File: config.mk
export PLATFORM = sky130hd
export DESIGN_NAME = controlo_barreira_flat
export DESIGN_NICKNAME = d
export VERILOG_FILES = /design/src/rtl/controlo_barreira_if.sv /design/src/rtl/controlo_barreira.sv /design/src/flat_wrapper.sv
export SDC_FILE = /design/constraint.sdc
export NUM_CORES = 1
export LEC_CHECK = 0
export ABC_AREA = 0
export CAP_MARGIN = 40
export CORE_MARGIN = 1
export CORE_UTILIZATION = 33
export CTS_CLUSTER_SIZE = 16
export DETAILED_ROUTE_END_ITERATION = 12
export DONT_BUFFER_PORTS = 1
export GPL_TIMING_DRIVEN = 0
export PLACE_DENSITY = 0.52
export SYNTH_ARGS = -nofsm -noshare
export SYNTH_HDL_FRONTEND = slang
export SYNTH_SLANG_ARGS = --single-unit
File: constraint.sdc
create_clock -name CLK -period 2.4 [get_ports CLK]
set_clock_uncertainty 0.1 [all_clocks]
set_input_delay 0.48 -clock CLK [delete_from_list [all_inputs] [get_ports CLK]]
set_output_delay 0.48 -clock CLK [all_outputs]
set_load 0.01 [all_outputs]
File: src/rtl/controlo_barreira_if.sv
// Gate controller signal bundle: entry/exit sensors in, arm/motor/space status out.
interface controlo_barreira_if;
  logic       Carro;
  logic       Pedido;
  logic       Passou;
  logic       Saida;
  logic       Obstaculo;
  logic       Barreira;
  logic       Sobe;
  logic       Desce;
  logic [7:0] Lugares;
  logic       Cheio;

  modport master (
    output Carro, Pedido, Passou, Saida, Obstaculo,
    input  Barreira, Sobe, Desce, Lugares, Cheio
  );

  modport slave (
    input  Carro, Pedido, Passou, Saida, Obstaculo,
    output Barreira, Sobe, Desce, Lugares, Cheio
  );
endinterface

File: src/rtl/controlo_barreira.sv
// Parking barrier controller: arm sequencing, motor commands and free-space count.
// Outputs are decoded from the next state so they move on the same edge as the FSM.
module controlo_barreira #(
  parameter int T_MOVE   = 100_000_000,
  parameter int T_OPEN   = 500_000_000,
  parameter int CAPACITY = 50
) (
  input  logic              CLK,
  input  logic              Reset_n,
  controlo_barreira_if.slave io
);

  localparam int TMAX = (T_MOVE > T_OPEN) ? T_MOVE : T_OPEN;
  localparam int CW   = (TMAX > 1) ? $clog2(TMAX) : 1;

  localparam logic [CW-1:0] MOVE_LD = CW'(T_MOVE - 1);
  localparam logic [CW-1:0] OPEN_LD = CW'(T_OPEN - 1);
  localparam logic [CW-1:0] T_ONE   = CW'(1);
  localparam logic [7:0]    CAP8    = 8'(CAPACITY);

  localparam logic [1:0] FECHADA  = 2'd0;
  localparam logic [1:0] A_SUBIR  = 2'd1;
  localparam logic [1:0] ABERTA   = 2'd2;
  localparam logic [1:0] A_DESCER = 2'd3;

  logic [1:0]    r_state, w_nstate;
  logic [CW-1:0] r_tempo, w_ntempo;
  logic [7:0]    r_lug, w_nlug;
  logic          r_cheio;
  logic          r_barreira, r_sobe, r_desce;

  // Each edge register holds "input was low last cycle". Clearing it on reset
  // means a level already high when reset releases never looks like an edge.
  logic r_ped_low, r_pas_low, r_sai_low;
  logic w_ped_e, w_pas_e, w_sai_e;
  logic w_pass;

  assign w_ped_e = io.Pedido & r_ped_low;
  assign w_pas_e = io.Passou & r_pas_low;
  assign w_sai_e = io.Saida  & r_sai_low;

  always_ff @(posedge CLK or negedge Reset_n) begin
    if (!Reset_n) begin
      r_ped_low <= 1'b0;
      r_pas_low <= 1'b0;
      r_sai_low <= 1'b0;
    end else begin
      r_ped_low <= ~io.Pedido;
      r_pas_low <= ~io.Passou;
      r_sai_low <= ~io.Saida;
    end
  end

  always_comb begin
    w_nstate = r_state;
    w_ntempo = r_tempo;
    w_pass   = 1'b0;
    case (r_state)
      FECHADA: begin
        if (w_ped_e && io.Carro && !r_cheio) begin
          w_nstate = A_SUBIR;
          w_ntempo = MOVE_LD;
        end
      end
      A_SUBIR: begin
        if (r_tempo == '0) begin
          w_nstate = ABERTA;
          w_ntempo = OPEN_LD;
        end else begin
          w_ntempo = r_tempo - T_ONE;
        end
      end
      ABERTA: begin
        // A pass coinciding with the timeout is still counted as a pass.
        if (w_pas_e) begin
          w_pass   = 1'b1;
          w_nstate = A_DESCER;
          w_ntempo = MOVE_LD;
        end else if (r_tempo == '0) begin
          w_nstate = A_DESCER;
          w_ntempo = MOVE_LD;
        end else begin
          w_ntempo = r_tempo - T_ONE;
        end
      end
      A_DESCER: begin
        if (io.Obstaculo) begin
          w_nstate = A_SUBIR;
          w_ntempo = MOVE_LD;
        end else if (r_tempo == '0) begin
          w_nstate = FECHADA;
        end else begin
          w_ntempo = r_tempo - T_ONE;
        end
      end
      default: begin
        w_nstate = FECHADA;
        w_ntempo = '0;
      end
    endcase
  end

  // Simultaneous entry and exit cancel; otherwise saturate at 0 and CAPACITY.
  always_comb begin
    w_nlug = r_lug;
    if (w_pass && !w_sai_e) begin
      if (r_lug != 8'd0) w_nlug = r_lug - 8'd1;
    end else if (w_sai_e && !w_pass) begin
      if (r_lug < CAP8) w_nlug = r_lug + 8'd1;
    end
  end

  always_ff @(posedge CLK or negedge Reset_n) begin
    if (!Reset_n) begin
      r_state    <= FECHADA;
      r_tempo    <= '0;
      r_lug      <= CAP8;
      r_cheio    <= 1'b0;
      r_barreira <= 1'b0;
      r_sobe     <= 1'b0;
      r_desce    <= 1'b0;
    end else begin
      r_state    <= w_nstate;
      r_tempo    <= w_ntempo;
      r_lug      <= w_nlug;
      r_cheio    <= (w_nlug == 8'd0);
      r_barreira <= (w_nstate != FECHADA);
      r_sobe     <= (w_nstate == A_SUBIR);
      r_desce    <= (w_nstate == A_DESCER);
    end
  end

  assign io.Barreira = r_barreira;
  assign io.Sobe     = r_sobe;
  assign io.Desce    = r_desce;
  assign io.Lugares  = r_lug;
  assign io.Cheio    = r_cheio;

endmodule

File: src/flat_wrapper.sv
// flat-port wrapper written by rule: the top's interface ports become plain ports
module controlo_barreira_flat 
#(
  parameter int T_MOVE   = 100_000_000,
  parameter int T_OPEN   = 500_000_000,
  parameter int CAPACITY = 50
)
  (CLK, Reset_n, io_Carro, io_Pedido, io_Passou, io_Saida, io_Obstaculo, io_Barreira, io_Sobe, io_Desce, io_Lugares, io_Cheio);
  controlo_barreira_if io_i ();
  input  logic CLK;
  input  logic Reset_n;
  input wire logic [$bits(io_i.Carro)-1:0] io_Carro;
  input wire logic [$bits(io_i.Pedido)-1:0] io_Pedido;
  input wire logic [$bits(io_i.Passou)-1:0] io_Passou;
  input wire logic [$bits(io_i.Saida)-1:0] io_Saida;
  input wire logic [$bits(io_i.Obstaculo)-1:0] io_Obstaculo;
  output wire logic [$bits(io_i.Barreira)-1:0] io_Barreira;
  output wire logic [$bits(io_i.Sobe)-1:0] io_Sobe;
  output wire logic [$bits(io_i.Desce)-1:0] io_Desce;
  output wire logic [$bits(io_i.Lugares)-1:0] io_Lugares;
  output wire logic [$bits(io_i.Cheio)-1:0] io_Cheio;
  assign io_i.Carro = io_Carro;
  assign io_i.Pedido = io_Pedido;
  assign io_i.Passou = io_Passou;
  assign io_i.Saida = io_Saida;
  assign io_i.Obstaculo = io_Obstaculo;
  assign io_Barreira = io_i.Barreira;
  assign io_Sobe = io_i.Sobe;
  assign io_Desce = io_i.Desce;
  assign io_Lugares = io_i.Lugares;
  assign io_Cheio = io_i.Cheio;
  controlo_barreira #(.T_MOVE(T_MOVE), .T_OPEN(T_OPEN), .CAPACITY(CAPACITY)) u_core (.CLK(CLK), .Reset_n(Reset_n), .io(io_i));
endmodule
# Word-level counts from Yosys, hierarchy flattened
# Index checks and enable logic that the tools add are counted.
# classes
n_addsub	3
n_lt_le_gt_ge	1
eq_ne	7
muxes	20
bitwise	6
reduce_logical	13
# op_table
cell	n
$mux 29	6
$pmux 29 s4	1
$mux 8	4
$logic_not 29->1	1
$sub 29x1->29 const B	1
$mux 2	6
$add 8x1->8 const B	1
$logic_not 8->1	1
$lt 8x6->1 const B	1
$pmux 2 s4	1
$reduce_bool 8->1	1
$sub 8x1->8 const B	1
$eq 2x2->1 const B	3
$eq 2x1->1 const B	2
$logic_and 1x1->1	4
$and 1x1->1	3
$logic_not 1->1	3
$ne 3x3->1 const B	1
$not 1->1	3
$logic_not 2->1	1
$mux 1	2
$ne 2x1->1 const B	1
$reduce_and 2->1	1
$reduce_bool 2->1	1
# word_totals
ff_bits	46
inputBits	7
out_inout_bits	12
elab_cells	60

# Longest topological paths before layout
# logic_depth
ltp_word	8
ltp_mapped	9
ltp_nobuf	8

# Worst setup path before layout
# OpenSTA, ideal clock, no wires.
# synth_path
kind	register to register
startpoint	reg u_core.r_tempo[24]
endpoint	reg u_core.r_tempo[13]
setup_ps	139
arrival_ps	2386
t_required_ps	2161
setup_slack_ps	-225
stages_incl_launch_ff	9
path_buffers	3
period_less_slack_ps	2625
cell_sequence	dfrtp_1 -> or4_4 -> or4b_4 -> buf_6 -> or3_1 -> buf_6 -> nand2_8 -> buf_12 -> o31ai_2
# synth_between
elab_chain_len	4
elab_cells_between_ends	7
classes_between	eq/ne: 1; mux: 4; reduce/logical: 2
# synth_lines
item	line_no	source
start, declared	controlo_barreira.sv:27	logic [CW-1:0] r_tempo, w_ntempo;
start signal, assigned	controlo_barreira.sv:124	r_tempo <= w_ntempo;
$logic_not 29->1 *	controlo_barreira.sv:66, controlo_barreira.sv:79, controlo_barreira.sv:90	
$mux 29	controlo_barreira.sv:79	end else if (r_tempo == '0) begin
$mux 29	controlo_barreira.sv:75	if (w_pas_e) begin
$pmux 29 s4	controlo_barreira.sv:58	case (r_state)
# Every way passes the cells marked *; elsewhere a longest branch is shown, timed or not.
# A chain may end at the register's enable or synchronous reset.

# Worst setup path in the final report
# layout_path
startpoint	reg u_core.r_tempo[24]
endpoint	reg u_core.r_tempo[10]
# The elaborated chain is that of the path after synthesis.

==> impl_metrics.py <==
metrics = {
    "synthesis": {
        "yosysUniqueCellTypes": 72,
        "synth_most_common_cell": "dfrtp_1",
        "ys_async_sr_fraction_pct": 100.0,
        "synth_area_leader_cell": "dfrtp_1",
        "syn_nets": 346,
        "synth_top_area_share_pct": 35.23,
        "synth_enable_flop_cells": 0,
        "synth_commonest_cells": "dfrtp_1 (43), nor2_1 (29), nand2_1 (23), o21ai_0 (18), or3_1 (15)",
        "synthTopCellsByArea": "dfrtp_1 (35%), nor2_1 (3.6%), or3_1 (3.1%), o21ai_0 (2.9%), o31ai_2 (2.9%)",
        "ys.flop_type": "dfrtp_1",
        "synth_cells": 335,
        "synth_warnings": 0,
        "synth.avg_cell_area_um2": 9.117,
        "synthesis.area_um2": 3054,
        "synth_seq_area_share_pct": 37.81,
        "synth-seq-cells": 46,
    },
    "routing": {
        "dr.pass1.iters": 5,
        "num_vias": 2937,
        "routedWlPerCell_um": 18.45,
        "detail-route-antenna-nets": 0,
        "drc": 0,
        "viasPerCell": 5.933,
        "drtIter0Drc": 323,
        "detail_route.wirelength_mm": 9.134,
    },
    "global_route": {
        "grt_pass1_vias": 2793,
        "grt_overflow_total": 0,
        "grt_pass1_wl_mm": 14.63,
        "antenna_found_initial": 0,
        "grt_start_max_net_pins": 47,
        "track_usage_pct": 19.24,
    },
    "power": {
        "pwr-share-seq_pct": 49.7,
        "p_sw_share_pct": 31.44,
        "combPwrFrac_pct": 20.1,
        "p_int_w": 0.001318,
        "powerDensity_nw_per_um2": 482.1,
        "p_sw_w": 0.0006044,
        "power.total_w": 0.001922,
        "p_leak_nw": 1.475,
        "max-vdd-ir-drop_v": 0.0003901,
        "clockPowerShare_pct": 30.2,
    },
    "setup_path": {
        "max_stage_delay_ns": 0.55,
        "end_kind": "register",
        "critical_path.slowest_cell": "or4_4",
        "start_kind": "register",
        "crit_type": "reg2reg",
        "cp.arrival_ns": 2.72,
        "crit_chain": "or4_4 > or4b_4 > buf_12 > o211ai_4 > buf_6 > a32oi_1 > a221o_1",
        "reg2reg_slack_ns": -0.22,
        "path_max_fanout": 7,
        "crit_required_ns": 2.50,
    },
    "placed_design": {
        "hpwl_mm": 5.671,
        "placed_cells": 444,
        "portBuffers": 0,
        "gp_congestion": 0.8027,
    },
    "cells_and_area": {
        "fin_cells": 495,
        "drive_gt1_share_pct": 31.78,
        "diodes": 0,
        "synthToLayoutAreaGrowth_pct": 30.56,
        "fin_nets": 397,
    },
    "clock_tree": {
        "cts_inserted_buffers": 5,
        "cts_tree": "done",
        "cts_buffer_depth": 2,
        "cts_root_buffer": "clkbuf_8",
        "clk_pin_slew_ns": 0.09,
        "htreeDepth": 2,
        "clk_latency_ns": 0.30,
        "clock-sinks": 46,
    },
    "sta": {
        "whs_ns": 0.1218,
        "period_minus_slack_ns": 2.622,
        "rsz0062_at_grt": "true",
        "tightest_slew_ns": 0.6929,
        "maxSlewHeadroom_pct": 53.38,
        "final.setup.worst_slack_ns": -0.2216,
        "slew_viol_final": 0,
        "fin_crit_sh_pct": 109.2,
        "fmax_mhz": 381.4,
        "hold_viol_final": 0,
        "setup_violations": 31,
    },
    "die": {
        "core-area_um2": 8848,
        "die-area_um2": 9644,
        "die_w_um": 98.21,
        "row_count": 34,
        "pin_count": 19,
        "start_util_pct": 34.52,
        "die_h_um": 98.21,
    },
    "worst_hold_path": {
        "min_path_type": "in2reg",
    },
    "run_status": {
        "status": "complete, but fails checks",
        "failed_checks": "setup timing",
    },
    "flow_run": {
        "maxCapViolations": 0,
    },
}
[critical path: cells and delay by family (launching register included)]
family / cells / cell delay [ns]
AO/OA/AOI/OAI: 3 / 0.59
buffers and inverters: 2 / 0.32
flip-flops: 1 / 0.40
AND/OR/NAND/NOR: 2 / 1.09
[registers in the layout, indices dropped and copies added (netlist names)]
name and count:
u_core.io.Cheio 1, u_core.io.Lugares 8, u_core.r_state 2, u_core.r_sai_low 1, u_core.r_tempo 29, u_core.io.Sobe 1
u_core.r_ped_low 1, u_core.r_pas_low 1, u_core.io.Barreira 1, u_core.io.Desce 1
[stage by stage]
step | setup WS, ns | cell area [um^2] | setup TNS (ns) | util [%]
finish | -0.2216 | 3988 | -4.848 | 45.07
global route | -0.2660 | 3988 | -6.647 | 45.07
CTS | -0.2168 | 3775 | -4.859 | 42.66
detailed placement | -0.5359 | 3216 | -10.59 | 36.34
global placement | -0.5172 | 3211 | -11.14 | 36.28
floorplan | -0.1427 | 3075 | -1.707 | -
[cells in the final DEF, fill, tap and decap left out, types with 4 or more instances in the layout]
cell type,n
dfrtp_1,40
nor3_1,9
clkbuf_8,5
or3_1,13
o31ai_2,8
o21ai_1,5
a31oi_1,4
or4_1,4
buf_4,29
inv_1,12
nor2_1,25
clkbuf_1,9
a32oi_1,8
a211oi_1,4
nand4_1,7
nor4_1,7
nor2b_1,6
o211ai_1,7
nand3_1,8
buf_6,14
nand2_1,23
o41ai_1,4
and3_1,4
a21oi_1,8
o21ai_0,12
[kinds of logic (layout without fill, tap and decap cells)]
logic type	Yosys count	after routing	synth area share (%)
and+or+nand+nor	147	148	27.98
AOI/OAI and AO/OA	105	105	26.79
DFF	46	46	37.81
buffers and inverters	31	82	5.039
adders and majority gates	4	4	1.639
muxes	2	2	0.7374
[timing repair]
| action | in CTS | in global routing |
|---|---|---|
| hold endpoints to repair | 46 | 0 |
| pin swaps | 15 | 17 |
| setup buffers | 28 | 10 |
| hold buffers | 2 | 0 |
| cloned | 4 | 0 |
| resized for setup | 39 | 30 |
| setup endpoints to repair | 35 | 32 |
[path summary, 6_finish.rpt]
kind                               startpoint                    to  cells past startpoint
setup / recovery           u_core.r_tempo[24]    u_core.r_tempo[10]                      7
hold / removal                       io_Saida      u_core.r_sai_low                      1
setup reg to reg           u_core.r_tempo[24]    u_core.r_tempo[10]                      7
hold reg to reg            u_core.r_tempo[25]    u_core.r_tempo[25]                      2
max in group asynchronous             Reset_n  u_core.io.Lugares[5]                      2
min in group asynchronous             Reset_n    u_core.r_tempo[22]                      2
[routing by layer]
layer  global-route usage, %  vias up  wire [um]
met3                   3.364       11        451
met2                   30.34       82       4236
met4                   5.166        0        119
li1                        -     1414          -
met1                   27.19     1430       4327
met5                       0        -          0
[power by group through the flow]
stage	registers [W]	logic, W	clock network, W
global placement	0.000967	0.000287	0
finish	0.000955	0.000386	0.000580
CTS	0.000951	0.000364	0.000601
global route	0.000968	0.000431	0.000630
detailed placement	0.000965	0.000289	0
floorplan	0.000936	0.000237	0
[layout make-up]
type / count / area [um^2]
plain buffers: 16 / 121.4
repair buffers: 44 / 421.7
flip-flops and latches: 46 / 1159
fillers: 842 / 4861
multi-input cells: 259 / 1989
inverters: 14 / 55.05
well taps: 108 / 135.1
clock buffers: 7 / 76.32
clock inverters: 1 / 30.03
Power figures use the tool's default switching activity.
